[src/rtl/beam_sum_sequencer.sv]
// rtl/beam_sum_sequencer.sv - time-multiplexed N_CH-sample frame accumulator for the beamformer
//
// Purpose : Replaces the parallel summing tree by taking one channel sample per beat over a
//           valid/ready stream. N_CH samples are added through a single W-bit adder, and the
//           frame sum is then held on a valid/ready output handshake.
// Ports   : clk, rst (async, active-high)
//           start     - begin a frame (taken in IDLE, or in HOLD on the output handshake cycle)
//           abort     - drop the current frame and return to IDLE (highest priority)
//           in_valid / in_ready / in_data   - sample stream, channel order 0..N_CH-1
//           out_valid / out_ready / out_sum / out_carry - frame result handshake
//           busy      - engine is not idle
// Config  : SATURATE_EN defined   -> the accumulator clamps to 2^W-1 on the first carry.
//           SATURATE_EN undefined -> the accumulator wraps modulo 2^W.
//           In both builds out_carry is a sticky carry flag for the frame.

module beam_sum_sequencer #(
    parameter int N_CH = 16,
    parameter int W    = 23
) (
    input  logic         clk,
    input  logic         rst,
    input  logic         start,
    input  logic         abort,
    input  logic         in_valid,
    output logic         in_ready,
    input  logic [W-1:0] in_data,
    output logic         out_valid,
    input  logic         out_ready,
    output logic [W-1:0] out_sum,
    output logic         out_carry,
    output logic         busy
);

    localparam int CW = $clog2(N_CH);

    typedef enum logic [1:0] {
        IDLE  = 2'd0,
        ACCUM = 2'd1,
        HOLD  = 2'd2
    } state_t;

    state_t        state;
    state_t        state_nx;
    logic [W-1:0]  acc;
    logic [CW-1:0] cnt;
    logic          carry;

    logic          clear;
    logic          accept;
    logic [W:0]    sum_ext;
    logic [W-1:0]  acc_nx;
    logic          carry_nx;

    // Next-state decode. abort is checked before anything else so it also suppresses
    // an output handshake or a start that arrives in the same cycle.
    always_comb begin
        state_nx = state;
        clear    = 1'b0;
        accept   = 1'b0;
        if (abort) begin
            state_nx = IDLE;
            clear    = 1'b1;
        end else begin
            case (state)
                IDLE: begin
                    if (start) begin
                        state_nx = ACCUM;
                        clear    = 1'b1;
                    end
                end
                ACCUM: begin
                    if (in_valid) begin
                        accept = 1'b1;
                        if (cnt == CW'(N_CH - 1)) begin
                            state_nx = HOLD;
                        end
                    end
                end
                HOLD: begin
                    if (out_ready) begin
                        if (start) begin
                            // Back-to-back frame: skip the IDLE bubble.
                            state_nx = ACCUM;
                            clear    = 1'b1;
                        end else begin
                            state_nx = IDLE;
                        end
                    end
                end
                default: begin
                    state_nx = IDLE;
                    clear    = 1'b1;
                end
            endcase
        end
    end

    // Single shared adder; the extra top bit is the carry-out of this beat.
    always_comb begin
        sum_ext  = {1'b0, acc} + {1'b0, in_data};
        carry_nx = carry | sum_ext[W];
`ifdef SATURATE_EN
        // Once clamped the accumulator stays at full scale for the rest of the frame.
        acc_nx   = (carry | sum_ext[W]) ? {W{1'b1}} : sum_ext[W-1:0];
`else
        acc_nx   = sum_ext[W-1:0];
`endif
    end

    always_ff @(posedge clk or posedge rst) begin
        if (rst) begin
            state     <= IDLE;
            acc       <= '0;
            cnt       <= '0;
            carry     <= 1'b0;
            in_ready  <= 1'b0;
            out_valid <= 1'b0;
            busy      <= 1'b0;
        end else begin
            state     <= state_nx;
            // Handshake flags are loaded from the next state so they are true flops
            // that line up exactly with the state register.
            in_ready  <= (state_nx == ACCUM);
            out_valid <= (state_nx == HOLD);
            busy      <= (state_nx != IDLE);
            if (clear) begin
                acc   <= '0;
                cnt   <= '0;
                carry <= 1'b0;
            end else if (accept) begin
                acc   <= acc_nx;
                carry <= carry_nx;
                // cnt stops at N_CH-1: the final beat moves to HOLD instead of wrapping.
                if (cnt != CW'(N_CH - 1)) begin
                    cnt <= cnt + CW'(1);
                end
            end
        end
    end

    assign out_sum   = acc;
    assign out_carry = carry;

endmodule
[config.mk]
export PLATFORM = sky130hd
export DESIGN_NAME = beam_sum_sequencer
export DESIGN_NICKNAME = d
export VERILOG_FILES = /design/src/rtl/beam_sum_sequencer.sv
export SDC_FILE = /design/constraint.sdc
export NUM_CORES = 1
export LEC_CHECK = 0
export BUFFER_PORTS_ARGS = -buffer_cell sky130_fd_sc_hd__buf_4
export CAP_MARGIN = 15
export CORE_MARGIN = 3
export CORE_UTILIZATION = 39
export CTS_BUF_LIST = sky130_fd_sc_hd__clkbuf_4
export DETAILED_ROUTE_END_ITERATION = 12
export PLACE_DENSITY_LB_ADDON = 0.12
export SYNTH_ARGS = -nofsm -noshare
export SYNTH_HDL_FRONTEND = slang
export SYNTH_SLANG_ARGS = --single-unit
[constraint.sdc]
create_clock -name clk -period 2.9 [get_ports clk]
set_input_delay 0.145 -clock clk [delete_from_list [all_inputs] [get_ports clk]]
set_output_delay 0.145 -clock clk [all_outputs]
set_load 0.01 [all_outputs]
# == After elaboration in Yosys (flattened, before gate mapping) ==
# Index checks and enable logic that the tools add are counted.
# op_classes
add_sub_neg,2
eq_ne,6
muxes,21
bitwise_logic,1
n_reduce_logical,5
# op_table
operator,n
23-bit 2-to-1 mux,2
23-bit by 23-bit adder with 24-bit output,1
4-bit 2-to-1 mux,3
2-bit 2-to-1 mux,5
1-bit 2-to-1 mux,9
2-bit one-hot mux with 3 select lines,1
2-bit nonzero test,3
4-bit by 1-bit adder with 4-bit output (second input constant),1
2-bit by 1-bit equality test with 1-bit output (second input constant),2
2-bit equality test (second input constant),2
4-bit equality test (second input constant),1
4-bit inequality test (second input constant),1
1-bit one-hot mux with 3 select lines,1
2-bit zero test,1
2-bit AND reduction,1
1-bit bitwise OR,1
# totals
ff_bits,33
input_bits,29
elab_cells,42

# == Depth between registers and ports, before layout ==
# Gate-level depths: netlist of the first run.
# logic_depth
word_depth,6
mapped_depth,9
mapped_depth_nobuf,9

# == Least setup slack after synthesis of the first run ==
# Ideal clock, no wire load.
# synth_timing
path_type,register to register
from,"reg acc[0], in the netlist out_sum[0]"
to,"reg acc[20], in the netlist out_sum[20]"
setup_time_ps,129
arrival_time_ps,2209
setup_slack_ps,562
stages_incl_launch_ff,10
synth_period_minus_slack_ps,2338
cell_sequence,dfrtp_1 > ha_1 > fa_1 > a21oi_1 > o21ai_2 > a211oi_4 > o21ai_2 > a221oi_2 > xor2_1 > o21ai_1
# synth_between
elab_chain_cells,3
# synth_rtl
element,line_no,text
"start, declared",44,logic [W-1:0] acc;
"start signal, assigned",131,acc <= acc_nx;
23-bit by 23-bit adder with 24-bit output,100,"sum_ext = {1'b0, acc} + {1'b0, in_data};"
23-bit 2-to-1 mux,130,end else if (accept) begin
23-bit 2-to-1 mux,126,if (clear) begin
# No other way between the ends. The select of a mux whose other input is x is not followed.
# A chain may end at the register's enable or synchronous reset.

# == Final worst setup path of the first run ==
# Same ends and word-level chain as after synthesis.

==> results of run 1 <==
-- registers in the layout, indices dropped and copies added (netlist names) --
signal	flops
out_sum	23
cnt	4
state	2
busy	1
in_ready	1
out_carry	1
out_valid	1
-- report_power, final --
group	switching (mW)	internal, mW	total [mW]
logic	0.158	0.127	0.285
clock network	0.189	0.183	0.371
registers	0.0138	0.477	0.491
total	0.360	0.787	1.15
-- cell families (layout without fill, tap and decap cells) --
logic type	after synthesis	in the layout
compound gates	83	83
simple gates	101	101
xor+xnor	24	24
fa+ha+maj	25	25
mux	1	1
flops	33	33
buf+inv	14	74
-- per-stage QoR --
step | utilization, % | cells | setup slack [ns]
2_1_floorplan | - | 281 | 0.562
3_3_place_gp | 48.6 | 406 | 0.460
3_5_place_dp | 48.6 | 406 | 0.393
4_1_cts | 50.4 | 416 | 0.393
5_1_grt | 50.4 | 416 | 0.223
6_report | 50.4 | 416 | 0.434
-- critical path, cell delays in order, from the launching register on --
cell	delay (ns)
sky130_fd_sc_hd__dfrtp_1	0.41
sky130_fd_sc_hd__ha_1	0.22
sky130_fd_sc_hd__fa_1	0.41
sky130_fd_sc_hd__a21oi_1	0.25
sky130_fd_sc_hd__o21ai_2	0.13
sky130_fd_sc_hd__a211oi_4	0.32
sky130_fd_sc_hd__o21ai_2	0.16
sky130_fd_sc_hd__a221oi_2	0.27
sky130_fd_sc_hd__xor2_1	0.16
sky130_fd_sc_hd__o21ai_1	0.07
-- layout by cell type, fill, tap and decap left out, types with 3 or more instances in the layout --
cell type and instances:
sky130_fd_sc_hd__a21oi_1 27, sky130_fd_sc_hd__a31oi_1 4, sky130_fd_sc_hd__and3_1 3, sky130_fd_sc_hd__buf_4 59
sky130_fd_sc_hd__clkbuf_4 5, sky130_fd_sc_hd__dfrtp_1 33, sky130_fd_sc_hd__ha_1 24, sky130_fd_sc_hd__inv_1 5
sky130_fd_sc_hd__nand2_1 47, sky130_fd_sc_hd__nand3_1 9, sky130_fd_sc_hd__nand4_1 4, sky130_fd_sc_hd__nor2_1 22
sky130_fd_sc_hd__nor2b_1 4, sky130_fd_sc_hd__o21ai_0 18, sky130_fd_sc_hd__o21ai_1 7, sky130_fd_sc_hd__o21ai_2 3
sky130_fd_sc_hd__o22ai_1 8, sky130_fd_sc_hd__xnor2_1 8, sky130_fd_sc_hd__xor2_1 16
-- synth_stat cells (3+ instances only) --
library cell               count
sky130_fd_sc_hd__and3_1        3
sky130_fd_sc_hd__nand2_1      47
sky130_fd_sc_hd__xnor2_1       8
sky130_fd_sc_hd__clkbuf_1      4
sky130_fd_sc_hd__xor2_1       16
sky130_fd_sc_hd__o21ai_1       7
sky130_fd_sc_hd__o22ai_1       8
sky130_fd_sc_hd__o21ai_2       3
sky130_fd_sc_hd__nand3_1       9
sky130_fd_sc_hd__a31oi_1       4
sky130_fd_sc_hd__nand4_1       4
sky130_fd_sc_hd__dfrtp_1      33
sky130_fd_sc_hd__nor2b_1       4
sky130_fd_sc_hd__inv_1         5
sky130_fd_sc_hd__o21ai_0      18
sky130_fd_sc_hd__a21oi_1      27
sky130_fd_sc_hd__ha_1         24
sky130_fd_sc_hd__nor2_1       22
-- final cells by class --
class | instances | area, um^2 | share of cell area [%]
clock buffer | 5 | 37.5 | 1.25
sequential | 33 | 826 | 27.5
clock inverter | 3 | 46.3 | 1.54
tap | 75 | 93.8 | 3.13
multi-input combinational | 234 | 1510 | 50.5
inverter | 5 | 18.8 | 0.626
timing repair buffer | 61 | 463 | 15.4
-- path summary, 6_finish.rpt --
kind | startpoint | slack [ns] | to | cells after the start
worst max-delay path | out_sum[0] | 0.43 | out_sum[20] | 9
worst min-delay path | in_valid | 0.12 | out_carry | 3
worst max register to register | out_sum[0] | 0.43 | out_sum[20] | 9
worst min register to register | out_sum[10] | 0.53 | out_sum[10] | 2
max in group asynchronous | rst | 2.13 | out_sum[12] | 4
min in group asynchronous | rst | 0.44 | in_ready | 4
-- layer usage --
metal / share of wire, % / up-vias / wire, um
met2: 45 / 49 / 2630
met4: 0.92 / 0 / 53
met1: 49 / 1045 / 2850
met5: 0 / - / 0
li1: - / 1121 / -
met3: 4.5 / 5 / 261
==> out/qor.txt, run 1 <==
=====================================================================================================
Ys flop type ........................................................................... sky130_fd_sc_hd__dfrtp_1
Unrepaired setup endpoints after global routing ........................................        false
WP data required .......................................................................      3.16 ns
TritonCTS sink count ...................................................................           33
Share of synthesized cell area in and, or, nand and nor gates ..........................        19.2%
Maximum clock path buffer count ........................................................            2
Multiplexer area fraction after synthesis ..............................................       0.415%
Final worst path period need ...........................................................      2.47 ns
Maximum vdd drop .......................................................................       172 uV
Worst hold slack .......................................................................     0.119 ns
Boundary Pins ..........................................................................           56
Area growth from synthesis to layout ...................................................        24.5%
Worst slew margin ......................................................................        41.2%
Filler instances .......................................................................          608
Number of diodes added for antenna fixing ..............................................            0
Placement-stage cell area ..............................................................    2900 um^2
Worst-path fanout max ..................................................................            4
Via count of the first global-routing pass .............................................         2173
Fin crit share .........................................................................        85.0%
Final instance area ....................................................................    3000 um^2
Post-CTS Resized .......................................................................            0
Met3 track demand over resource ........................................................        4.02%
Critical path type ..................................................................... register to register
Via-to-Cell Ratio ......................................................................         5.34
Synth top area share ...................................................................        34.3%
Standard cell core area ................................................................    5960 um^2
CTS Buf Count ..........................................................................            5
Total track usage ......................................................................        17.2%
Detailed placement HPWL ................................................................      4410 um
Pin count of the biggest net entering global routing ...................................           34
Proportion of synthesized flip-flops having asynchronous set or reset ..................         100%
Data arrival time of the worst path ....................................................      2.72 ns
Number of synthesized register bits ....................................................           33
Die Ht .................................................................................      84.6 um
PortBufs ...............................................................................           55
CTS tree ...............................................................................         done
Mean Syn Cell Area .....................................................................    8.58 um^2
Final total negative setup slack .......................................................         0 ns
Final global-route overflow total ......................................................            0
Die X ..................................................................................      84.6 um
Slew of the pin with the lowest slew margin ............................................     0.882 ns
Ratio of cells with drive above 1 in the final layout ..................................        22.3%
Nets ...................................................................................          394
Min-delay worst type ................................................................... input port to register
Final setup violation count ............................................................            0
Status ................................................................................. finished clean
Number of enable-type register cells in the synthesized netlist ........................            0
Post-synthesis share of cell area spent on full adders, half adders and majority gates .        13.3%
Router iterations before antenna repair ................................................            5
Routed wirelength normalized by instance count .........................................      13.9 um
Reported leakage power .................................................................      1.43 nW
Power, Total ...........................................................................      1.15 mW
Global-route wire length before repair .................................................     10200 um
Compound-Gate Fraction of Synth Area ...................................................        21.2%
Final Hold Fails .......................................................................            0
Total wire length ......................................................................      5790 um
Largest cells by area after synthesis .................................................. sky130_fd_sc_hd__dfrtp_1 34%, sky130_fd_sc_hd__ha_1 12%, sky130_fd_sc_hd__nand2_1 7.3%, sky130_fd_sc_hd__xor2_1 5.8%, sky130_fd_sc_hd__a21oi_1 5.6%
Final ANT Viol Nets ....................................................................            0
Final count of pins violating max slew .................................................            0
Biggest area consumer among synthesized cells .......................................... sky130_fd_sc_hd__dfrtp_1
# rows .................................................................................           28
Met1 routing resource usage after global routing .......................................        25.0%
Number of instances in the synthesized netlist .........................................          281
Setup crit end kind ....................................................................     register
Vias post-DR ...........................................................................         2220
Remaining DRCs .........................................................................            0
Synth Net Count ........................................................................          335
Initial cell density of the core .......................................................        40.5%
Count of synthesis-stage warnings from yosys ...........................................            0
Setup Skew .............................................................................    0.0231 ns
Achievable frequency ...................................................................    0.405 GHz
Cell area after synthesis ..............................................................    2410 um^2
Setup fix buffers added after clock tree synthesis .....................................            0
Number of max-capacitance violations reported ..........................................            0
Dominant combinational cell family by area after synthesis ............................. compound AO/OA/AOI/OAI gates
Master cell of the clock root buffer ................................................... sky130_fd_sc_hd__clkbuf_4
Fraction of the yosys area taken by sequential cells ...................................        34.3%
Initial antenna violation count ........................................................            0
Post-CTS Hold Buffers ..................................................................            2
Power per cell area ....................................................................  382 nW/um^2
CP Launch Type .........................................................................     register
Met2 usage .............................................................................        26.0%
Clock-pin slew on the worst setup and hold paths .......................................      0.14 ns
XOR/XNOR share of the synthesized area .................................................        8.72%
Number of violations reported at the end of detailed-routing iteration 0 ...............           68
Layer carrying the most global-route usage .............................................         met2
Cell variety after synth ...............................................................           45
Full die area ..........................................................................    7160 um^2
Worst-Skew Late Latency ................................................................      0.35 ns
H-Tree Depth ...........................................................................            2
Routability congestion estimate from global placement ..................................        0.799
=====================================================================================================
Note: power is estimated with default switching activity, not from simulation.
==> run 2: changes to the inputs <==
--- a/config.mk
+++ b/config.mk
@@ -5,12 +5,12 @@
 export SDC_FILE = /design/constraint.sdc
 export NUM_CORES = 1
 export LEC_CHECK = 0
-export BUFFER_PORTS_ARGS = -buffer_cell sky130_fd_sc_hd__buf_4
 export CAP_MARGIN = 15
 export CORE_MARGIN = 3
 export CORE_UTILIZATION = 39
 export CTS_BUF_LIST = sky130_fd_sc_hd__clkbuf_4
 export DETAILED_ROUTE_END_ITERATION = 12
+export DONT_BUFFER_PORTS = 1
 export PLACE_DENSITY_LB_ADDON = 0.12
 export SYNTH_ARGS = -nofsm -noshare
 export SYNTH_HDL_FRONTEND = slang
==> constraint.sdc (replaced) <==
create_clock -name clk -period 2.5 [get_ports clk]
set_input_delay 0.125 -clock clk [delete_from_list [all_inputs] [get_ports clk]]
set_output_delay 0.125 -clock clk [all_outputs]
set_load 0.01 [all_outputs]
==> run 2 against run 1 <==
- sequential share of layout area is 3.7 points higher
- largest cell class unchanged
- sequential power is 18% higher
- register-to-register slack worse by 0.30 ns
- die area stayed put
- cell count is 13% lower
- sequential cell count stayed put
- fmax is 4.3% higher
- largest power group unchanged
- clock skew is 0.0058 ns lower
- non-clock buffer count is 52 lower
- setup slack worse by 0.30 ns
- critical path depth stayed put
- critical path type unchanged
- core utilization is 5.9 points lower
==> out/qor.txt, run 2 (synthesis gave the netlist of run 1 again) <==
=======================================================================================
Status ................................................................... finished clean
Die X ....................................................................      84.6 um
Setup slack, reg-to-reg ..................................................      0.13 ns
Unrepaired setup endpoints after global routing ..........................        false
Detailed placement HPWL ..................................................      4510 um
Count of placed standard cells including taps ............................          353
Initial cell density of the core .........................................        40.5%
Worst reg2reg path depth .................................................            9
CP Launch Type ...........................................................     register
WP data required .........................................................      2.74 ns
Routed wirelength normalized by instance count ...........................      16.3 um
Final worst path period need .............................................      2.37 ns
Total track usage ........................................................        17.4%
Final Hold Fails .........................................................            0
Number of max-capacitance violations reported ............................            0
Via-to-Cell Ratio ........................................................         5.46
Vias post-DR .............................................................         1988
Data arrival time of the worst path ......................................      2.61 ns
Final count of pins violating max slew ...................................            0
Number of stages on the worst setup path .................................            9
Worst Slack Setup Final ..................................................     0.135 ns
Nets .....................................................................          342
Setup Skew ...............................................................    0.0173 ns
Largest delay contributor family on the critical path .................... compound AO/OA/AOI/OAI gates
Global-route wire length before repair ...................................     10100 um
Power, Total .............................................................      1.27 mW
Buffers and inverters on the worst path ..................................            0
Fin crit share ...........................................................        94.6%
# rows ...................................................................           28
Clock-pin slew on the worst setup and hold paths .........................      0.12 ns
Reported leakage power ...................................................      1.16 nW
Routability congestion estimate from global placement ....................        0.795
Worst-path fanout max ....................................................            4
Setup fix buffers added after clock tree synthesis .......................            0
Final standard cell count with taps included and fillers excluded ........          364
Die Ht ...................................................................      84.6 um
Hold path startpoint .....................................................   in_data[0]
Pin count of the biggest net entering global routing .....................           26
CTS tree .................................................................         done
Setup crit end kind ......................................................     register
CTS Buf Count ............................................................            5
Total wire length ........................................................      5940 um
Number of violations reported at the end of detailed-routing iteration 0 .           86
Pre-CTS setup slack ......................................................    0.0322 ns
Final total negative setup slack .........................................         0 ns
Router iterations before antenna repair ..................................            4
Min-delay worst type ..................................................... input port to register
Final ANT Viol Nets ......................................................            0
Number of diodes added for antenna fixing ................................            0
Remaining DRCs ...........................................................            0
Filler instances .........................................................          613
Critical-path top delay cell ............................................. sky130_fd_sc_hd__dfrtp_1
Full die area ............................................................    7160 um^2
H-Tree Depth .............................................................            2
Ratio of cells with drive above 1 in the final layout ....................        9.34%
Worst slew margin ........................................................        35.1%
Most common library cell in the layout ignoring fill and taps ............ sky130_fd_sc_hd__nand2_1
Maximum vdd drop .........................................................       226 uV
Slew of the pin with the lowest slew margin ..............................     0.970 ns
Met3 track demand over resource ..........................................        5.10%
TritonCTS sink count .....................................................           33
PortBufs .................................................................            0
Achievable frequency .....................................................    0.423 GHz
Master cell of the clock root buffer ..................................... sky130_fd_sc_hd__clkbuf_4
Critical Path Sink .......................................................  out_sum[18]
Worst setup startpoint ...................................................   out_sum[0]
Met2 usage ...............................................................        27.0%
Final setup violation count ..............................................            0
Number of flip-flops under the largest register name .....................           23
Met1 routing resource usage after global routing .........................        23.5%
Cell chain of the critical path .......................................... ha_1 -> fa_2 -> a21oi_4 -> o21ai_2 -> a211oi_4 -> o21bai_1 -> a31oi_1 -> xor2_1 -> o21ai_0
Worst-Skew Late Latency ..................................................      0.36 ns
Reg2reg end ..............................................................  out_sum[18]
Via count of the first global-routing pass ...............................         2013
Initial antenna violation count ..........................................            0
Commonest cells after routing, fill and taps aside ....................... 47 x sky130_fd_sc_hd__nand2_1, 33 x sky130_fd_sc_hd__dfrtp_1, 26 x sky130_fd_sc_hd__a21oi_1
Largest incremental delay on the critical path ...........................      0.40 ns
Power per cell area ......................................................  482 nW/um^2
Maximum clock path buffer count ..........................................            2
Layer carrying the most global-route usage ...............................         met2
Critical path type ....................................................... register to register
Final global-route overflow total ........................................            0
Crit Reg-Reg Startpoint ..................................................   out_sum[0]
Boundary Pins ............................................................           56
Area growth from synthesis to layout .....................................        9.76%
Standard cell core area ..................................................    5960 um^2
=======================================================================================
-- run 2: changes by cell type in the layout (fill, tap and decap cells not counted) --
cell	delta
sky130_fd_sc_hd__o31ai_1	-1
sky130_fd_sc_hd__fa_2	+1
sky130_fd_sc_hd__buf_4	-53
sky130_fd_sc_hd__dlygate4sd3_1	+1
sky130_fd_sc_hd__a41oi_2	+1
sky130_fd_sc_hd__a21oi_4	+1
sky130_fd_sc_hd__o31ai_2	+1
sky130_fd_sc_hd__o21ai_4	+1
sky130_fd_sc_hd__a41oi_1	-1
sky130_fd_sc_hd__fa_1	-1
sky130_fd_sc_hd__o21ai_2	-1
sky130_fd_sc_hd__a21oi_1	-1
-- run 2: cell type report --
class / instances / area [um^2] / share of cell area, %
multi-input cells: 234 / 1550 / 58.5
inverters: 5 / 18.8 / 0.710
clock buffers: 5 / 37.5 / 1.42
clock inverters: 3 / 46.3 / 1.75
flip-flops and latches: 33 / 826 / 31.2
well taps: 75 / 93.8 / 3.55
repair buffers: 9 / 75.1 / 2.84
-- run 2: per-stage QoR --
step	hold WS [ns]	area, um^2	utilization [%]
after floorplan	0.254	2410	-
after global placement	-0.00367	2500	41.9
after detailed placement	-0.00287	2500	41.9
after CTS	0.0259	2610	43.8
after global routing	0.0449	2650	44.4
final	0.0389	2650	44.4
-- run 2: power breakdown --
part | total [mW] | switching, mW | leakage, nW | internal [mW]
combinational | 0.269 | 0.166 | 0.662 | 0.103
clock | 0.425 | 0.213 | 0.0414 | 0.212
sequential | 0.580 | 0.0268 | 0.453 | 0.553
total | 1.27 | 0.406 | 1.16 | 0.868
-- run 2: timing repair --
item                                   in CTS  in global routing
setup endpoints to repair                   0                  6
resized for setup                           0                  6
hold buffers                                3                  0
endpoints found under the hold margin      15                  0
-- run 2: worst reg2reg max path, delay by kind of cell (launching register included) --
family,cells,cell delay [ns]
xor gates and xnor gates,1,0.15
adders and majority gates,2,0.59
DFF,1,0.40
AOI/OAI and AO/OA,6,1.11
-- run 2: how the worst min path moves through the flow --
stage            endpoint  cells after the start  slack, ns
2_1_floorplan        busy                      1       0.25
3_3_place_gp     in_ready                      1     -0.004
3_5_place_dp     in_ready                      1     -0.003
4_1_cts        out_sum[0]                      3       0.03
5_1_grt        out_sum[0]                      3       0.04
6_report       out_sum[0]                      3       0.04
-- run 2: per-layer routing --
layer	wire length, um	vias up
li1	-	1021
met1	2840	915
met2	2690	46
met3	331	6
met4	77	0
met5	0	-
